--- src/rtl/register_bank_arbiter.sv ---
// register_bank_arbiter
// Arbitrates two request ports (A and B) onto a single external register bank.
// Each port issues one of four operations: read Ry, write Rx, copy Rx <- Ry,
// or the reserved code, which is acknowledged with an error and never touches
// the bank. When both ports request together, the FAIR parameter selects the
// policy: round-robin (FAIR=1) or fixed priority with A always winning (FAIR=0).
//
// Ports
//   clk, reset                  clock and synchronous active-high reset
//   req_x, op_x, rx_x, ry_x,    per-port request, opcode, destination select,
//   ind_x, wdata_x              source select, indirect flag, write data
//   ack_x, rdata_x, err_x       per-port completion pulse, result, error
//   busy                        high whenever a transaction is in flight
//   bank_read_en/write_en       bank strobes (forced low while reset is high)
//   bank_rx_sel/ry_sel          bank register selectors
//   bank_indirect_en            bank indirect mode for the Ry read
//   bank_wdata                  bank write data
//   bank_bus_data               bank read data, used only while reading
module register_bank_arbiter #(
  parameter bit FAIR = 1'b1
) (
  input  logic       clk,
  input  logic       reset,
  input  logic       req_a,
  input  logic       req_b,
  input  logic [1:0] op_a,
  input  logic [1:0] op_b,
  input  logic [2:0] rx_a,
  input  logic [2:0] rx_b,
  input  logic [2:0] ry_a,
  input  logic [2:0] ry_b,
  input  logic       ind_a,
  input  logic       ind_b,
  input  logic [7:0] wdata_a,
  input  logic [7:0] wdata_b,
  output logic       ack_a,
  output logic       ack_b,
  output logic [7:0] rdata_a,
  output logic [7:0] rdata_b,
  output logic       err_a,
  output logic       err_b,
  output logic       busy,
  output logic       bank_read_en,
  output logic       bank_write_en,
  output logic [2:0] bank_rx_sel,
  output logic [2:0] bank_ry_sel,
  output logic       bank_indirect_en,
  output logic [7:0] bank_wdata,
  input  logic [7:0] bank_bus_data
);

  typedef enum logic [1:0] {
    IDLE    = 2'd0,
    ACCESS  = 2'd1,
    COPY_WR = 2'd2,
    RESP    = 2'd3
  } state_t;

  localparam logic [1:0] OP_READ  = 2'b00;
  localparam logic [1:0] OP_WRITE = 2'b01;
  localparam logic [1:0] OP_COPY  = 2'b10;
  localparam logic [1:0] OP_RSVD  = 2'b11;

  state_t     state_q, state_d;
  logic       lastGrantB_q, lastGrantB_d;
  logic       grantB_q, grantB_d;
  logic [1:0] op_q, op_d;
  logic [2:0] rx_q, rx_d;
  logic [2:0] ry_q, ry_d;
  logic       ind_q, ind_d;
  logic [7:0] bankWdata_q, bankWdata_d;
  logic [7:0] result_q, result_d;
  logic [7:0] rdataA_q, rdataA_d;
  logic [7:0] rdataB_q, rdataB_d;
  logic       pickB;
  logic       readEn;
  logic       writeEn;

  // Winner selection. A lone requester always wins. Under contention the
  // round-robin policy hands the grant to whichever port did not win last,
  // while fixed priority always picks A.
  always_comb begin
    if (req_a && req_b) begin
      pickB = FAIR ? ~lastGrantB_q : 1'b0;
    end else begin
      pickB = req_b;
    end
  end

  // Next-state and bank strobe logic. The winner's request fields are latched
  // once in IDLE and then stay frozen for the whole transaction. The write data
  // register doubles as the bank write data output, so for a copy it is
  // reloaded with the value read in ACCESS and COPY_WR simply writes it back.
  // rdata for the granted port is loaded on the edge that enters RESP, so it
  // is already valid in the ack cycle and holds afterwards.
  always_comb begin
    state_d      = state_q;
    lastGrantB_d = lastGrantB_q;
    grantB_d     = grantB_q;
    op_d         = op_q;
    rx_d         = rx_q;
    ry_d         = ry_q;
    ind_d        = ind_q;
    bankWdata_d  = bankWdata_q;
    result_d     = result_q;
    rdataA_d     = rdataA_q;
    rdataB_d     = rdataB_q;
    readEn       = 1'b0;
    writeEn      = 1'b0;

    case (state_q)
      IDLE: begin
        if (req_a || req_b) begin
          grantB_d     = pickB;
          lastGrantB_d = pickB;
          op_d         = pickB ? op_b    : op_a;
          rx_d         = pickB ? rx_b    : rx_a;
          ry_d         = pickB ? ry_b    : ry_a;
          ind_d        = pickB ? ind_b   : ind_a;
          bankWdata_d  = pickB ? wdata_b : wdata_a;
          state_d      = (op_d == OP_RSVD) ? RESP : ACCESS;
        end
      end
      ACCESS: begin
        case (op_q)
          OP_READ: begin
            readEn   = 1'b1;
            result_d = bank_bus_data;
            state_d  = RESP;
          end
          OP_WRITE: begin
            writeEn  = 1'b1;
            result_d = bankWdata_q;
            state_d  = RESP;
          end
          OP_COPY: begin
            readEn      = 1'b1;
            result_d    = bank_bus_data;
            bankWdata_d = bank_bus_data;
            state_d     = COPY_WR;
          end
          default: begin
            state_d = RESP;
          end
        endcase
      end
      COPY_WR: begin
        writeEn = 1'b1;
        state_d = RESP;
      end
      RESP: begin
        state_d = IDLE;
      end
      default: begin
        state_d = IDLE;
      end
    endcase

    if (state_d == RESP) begin
      if (grantB_d) begin
        rdataB_d = result_d;
      end else begin
        rdataA_d = result_d;
      end
    end
  end

  // State register. Reset abandons any transaction in flight without an ack
  // and leaves A as the winner of the first contention.
  always_ff @(posedge clk) begin
    if (reset) begin
      state_q      <= IDLE;
      lastGrantB_q <= 1'b1;
      grantB_q     <= 1'b0;
      op_q         <= 2'b00;
      rx_q         <= 3'd0;
      ry_q         <= 3'd0;
      ind_q        <= 1'b0;
      bankWdata_q  <= 8'h00;
      result_q     <= 8'h00;
      rdataA_q     <= 8'h00;
      rdataB_q     <= 8'h00;
    end else begin
      state_q      <= state_d;
      lastGrantB_q <= lastGrantB_d;
      grantB_q     <= grantB_d;
      op_q         <= op_d;
      rx_q         <= rx_d;
      ry_q         <= ry_d;
      ind_q        <= ind_d;
      bankWdata_q  <= bankWdata_d;
      result_q     <= result_d;
      rdataA_q     <= rdataA_d;
      rdataB_q     <= rdataB_d;
    end
  end

  // Strobes are gated by reset combinationally so that no bank write can
  // commit on a reset edge, even in the middle of COPY_WR.
  assign bank_read_en     = readEn & ~reset;
  assign bank_write_en    = writeEn & ~reset;
  assign bank_rx_sel      = rx_q;
  assign bank_ry_sel      = ry_q;
  assign bank_indirect_en = ind_q;
  assign bank_wdata       = bankWdata_q;

  assign ack_a   = (state_q == RESP) && !grantB_q;
  assign ack_b   = (state_q == RESP) && grantB_q;
  assign err_a   = ack_a && (op_q == OP_RSVD);
  assign err_b   = ack_b && (op_q == OP_RSVD);
  assign rdata_a = rdataA_q;
  assign rdata_b = rdataB_q;
  assign busy    = (state_q != IDLE);

endmodule
--- config.mk ---
export PLATFORM = sky130hd
export DESIGN_NAME = register_bank_arbiter
export DESIGN_NICKNAME = d
export VERILOG_FILES = /design/src/rtl/register_bank_arbiter.sv
export SDC_FILE = /design/constraint.sdc
export NUM_CORES = 1
export LEC_CHECK = 0
export CORE_ASPECT_RATIO = 1.5
export CORE_MARGIN = 5
export CORE_UTILIZATION = 40
export DETAILED_ROUTE_END_ITERATION = 12
export PLACE_DENSITY = 0.77
export SLEW_MARGIN = 15
export SYNTH_ARGS = -nofsm -noshare
export SYNTH_HDL_FRONTEND = slang
export SYNTH_SLANG_ARGS = --single-unit
--- constraint.sdc ---
create_clock -name clk -period 1.9 [get_ports clk]
set_clock_uncertainty 0.15 [all_clocks]
set_input_delay 0.285 -clock clk [delete_from_list [all_inputs] [get_ports clk]]
set_output_delay 0.285 -clock clk [all_outputs]
set_load 0.01 [all_outputs]
==> summary.log <==
[grt] overflow left after global routing 0
[die] die footprint 0.00714 mm2
[synthesis] fraction of post-synthesis cell area in the top cell type by area 0.408
[worst_setup_path] Worst setup EP type register
[synthesis] sequential cell area fraction in the yosys report 0.408
[final_layout] proportion of layout cells with a drive suffix above 1 0.181
[routing] first drt pass iteration count 4
[cts] Root Buffer Master clkbuf_8
[synthesis] portion of netlist area occupied by mux cells 0.0725
[min_path] Hold Path Cell Cnt 2
[synthesis] XOR/XNOR share of the synthesized area 0
[final_layout] area added between synthesis and finish 54.8%
[synthesis] dominant cell by count in the synthesized netlist nand2_1
[synthesis] count of flip-flops with a built-in enable after synthesis 0
[grt] first-pass GRT wire length 9.70 mm
[worst_setup_path] cells along the critical path clkdlybuf4s50_1 -> or2b_1 -> a31o_2 -> inv_1 -> nand3_4 -> mux2i_1
[die] Floorplan Core Area 0.00541 mm2
[final_layout] net total in the final layout 408
[cts] clock latency on the worst-skew pair 0.30 ns
[worst_setup_path] Bufs and invs on worst path 2
[synthesis] main area contributors after synthesis dfxtp_1 41%, nand2_1 9.0%, mux2i_1 7.2%, nor2_1 4.6%, a32o_1 3.6%
[synthesis] largest area contributor in the netlist dfxtp_1
[grt] All-Layer GR Usage 0.168
[worst_setup_path] number of cell instances on the worst register-to-register path 7
[cts] number of buffers created by CTS 5
[worst_setup_path] crit start category input port
[synthesis] number of instances in the synthesized netlist 259
[sta] WHS 0.311 ns
[synthesis] cell area after synthesis 0.00221 mm2
[synthesis] main combinational cell family by area after synthesis simple AND/OR/NAND/NOR gates
[min_path] Worst Hold Class register to register
[synthesis] number of register bits inferred by synthesis 45
[synthesis] Synthesized Nets 309
[synthesis] post-synthesis share of cell area spent on full adders, half adders and majority gates 0.0227
[routing] violation count after the first detailed-routing iteration 76
[pwr] ratio of total power to cell area 1470 mW/mm2
[place] post-detail-place hpwl 4.72 mm
[routing] number of nets with antenna violations after detailed routing 0
[cts] clock edge transition at the registers on the reported setup and hold paths 0.09 ns
[worst_setup_path] launch point of the worst reg-to-reg path state_q[0]$_SDFF_PP0_
[synthesis] Synth Area in Simple Gates 0.260
[synthesis] commonest cells in the synthesized netlist 53 x nand2_1, 45 x dfxtp_1, 27 x nor2_1
[sta] minimum clock period 1.87 ns
[die] Chip Height 101 um
[synthesis] mean instance size in the synthesized netlist 8.53 um2
[pwr] total power of the final layout 5.03 mW
[run] number of max-cap violations 0
[worst_setup_path] slowest CP cell clkdlybuf4s50_1
[worst_setup_path] register-to-register setup slack 0.08 ns
[sta] total of endpoints with negative setup slack in the final report 0
[sta] worst rel slew slack 0.786
[routing] final WL 5.92 mm
[synthesis] library cells used by synthesis 39
[routing] residual DRC count 0
[cts] clock tree from TritonCTS done
[sta] max-slew violation total from the final report 0
[synthesis] fraction of the mapped netlist area in compound gates 0.182
[worst_setup_path] WP data required 1.93 ns
[die] Die X-Extent 70.7 um
[cts] maximum number of buffers from clock root to sink 2
[sta] Highest Clock Rate 536 MHz
[synthesis] Synth async-reset ratio 0
[routing] via count 2155
[outcome] run status finished, final reports clean
[grt] number of global-route vias before repair 2112
[place] count of input and output buffers 83
[worst_setup_path] critical-path maximum fanout 8
[die] I/O Pins 84
[final_layout] Core Util, Final 0.632
[grt] initial antenna violation count 0
[worst_setup_path] stage delay of the slowest cell on the critical path 0.58 ns
[die] Site Rows 33
[place] routability congestion estimate from global placement 0.955
[sta] slew at the pin with the worst max-slew slack 0.320 ns
[final_layout] Diodes inserted 0
[cts] CTS sink cnt 45
[pwr] Max IR drop VDD 0.000637 V
[worst_setup_path] Reg2Reg Capture Point rdata_b[7]$_SDFFE_PP0P_
[min_path] worst min-delay path endpoint rdata_b[5]$_SDFFE_PP0P_
[routing] DR WL/cell 13.8 um
[cts] H-tree lvl count 2
[sta] total negative slack for setup checks 0 ns
[worst_setup_path] worst endpoint data arrival time 1.89 ns
[worst_setup_path] dominant delay contributor by cell family on the critical path buffers and inverters
[routing] vias per inst 5.02
[synthesis] number of synthesis warnings 0
[sta] final worst path period share 0.982
[final_layout] Cell Count, Final, Fillers Out 429
[grt] maximum number of pins on one net before global-route repair 21
[cts] Post-CTS Hold Buffers 0
[min_path] Worst Min Path Start rdata_b[5]$_SDFFE_PP0P_
[pwr] leakage power of the design 1.46 nW
[synthesis] commonest register cell after synthesis dfxtp_1
[worst_setup_path] type of the worst setup path input port to register
[die] initial core utilization 0.409
[sta] count of endpoints failing hold in the final timing report 0
[place] Inst Count DP 420
[sta] RSZ-0062 raised after global routing yes
## cell usage in the layout (no fill, tap or decap), types with 2 or more instances in the layout
cell type,synthesis,final
a21oi_1,4,4
buf_6,0,2
o221a_2,2,2
a32o_1,8,8
buf_4,1,22
dfxtp_1,45,43
o22ai_1,8,8
nor2b_1,3,2
ha_4,0,3
nand2b_1,10,10
buf_2,5,4
nand3b_1,8,8
mux2i_1,16,16
inv_1,13,11
o211ai_1,8,8
and3_1,4,3
a2bb2oi_2,2,2
nand3_4,2,2
clkbuf_8,0,5
a311oi_1,7,7
nand2_1,53,53
nor3b_2,0,2
clkdlybuf4s50_1,0,76
nor2_1,27,26
## through the flow
stage	worst slack, ns	instance area (um2)
after floorplan	0.0160	2210
after global placement	-0.223	3260
after detailed placement	-0.288	3260
after CTS	-0.0730	3380
after global routing	-0.0372	3420
final	0.0338	3420
## layer usage
layer  track usage  part of all wire  vias up
li1              -                 -     1094
met1         0.174              0.38      983
met2         0.312              0.52       72
met3        0.0529             0.077        6
met4        0.0608             0.019        0
met5             0                 0        -
## flip-flops by register name, summed over array words and instances, names as in the netlist, 2 cells and up
| register | cells |
|---|---|
| bank_rx_sel | 3 |
| rdata_b | 8 |
| state_q | 2 |
| rdata_a | 8 |
| op_q | 2 |
| bank_ry_sel | 3 |
| bank_wdata | 8 |
| result_q | 8 |
## where the power goes
| part | internal (mW) | switching, mW |
|---|---|---|
| Combinational | 1.50 | 1.32 |
| Clock | 0.266 | 0.349 |
| Sequential | 1.32 | 0.267 |
## repair_timing
item	4_1_cts	5_1_grt
gates resized for setup	28	18
endpoints found under the setup margin	38	44
endpoints found under the hold margin	0	0
setup buffers	0	1
pin swaps	3	6
## worst max-delay path by stage
| stage | start | to | cells past startpoint |
|---|---|---|---|
| final | req_b | rdata_b[7]$_SDFFE_PP0P_ | 6 |
| after global routing | state_q[1]$_SDFF_PP0_ | rdata_b[6]$_SDFFE_PP0P_ | 8 |
| after CTS | state_q[1]$_SDFF_PP0_ | bank_write_en | 5 |
| after detailed placement | req_a | rdata_a[0]$_SDFFE_PP0P_ | 6 |
| after global placement | req_a | rdata_a[2]$_SDFFE_PP0P_ | 6 |
| after floorplan | state_q[0]$_SDFF_PP0_ | bank_wdata[4]$_SDFFE_PP0P_ | 7 |
## cells by family after synthesis
logic type	count (synthesis)
simple gates	116
flops	45
compound gates	48
fa+ha+maj	4
buf+inv	30
mux	16
## final cells by class
class	count	area [um2]
clock buffers	5	68.8
clock inverters	3	25.0
fillers	475	1990
inverters	14	55.1
multi-input cells	184	1260
flip-flops and latches	45	906
well taps	70	87.6
repair buffers	108	1020
## worst reg2reg max path: stages (launching register included)
cell and delay, ns:
dfxtp_4 0.40, inv_4 0.05, ha_4 0.17, or3b_4 0.27, nor2_4 0.05, nor3_4 0.25, nand3_4 0.21, mux2i_1 0.16
(Power assumes the default switching activity.)
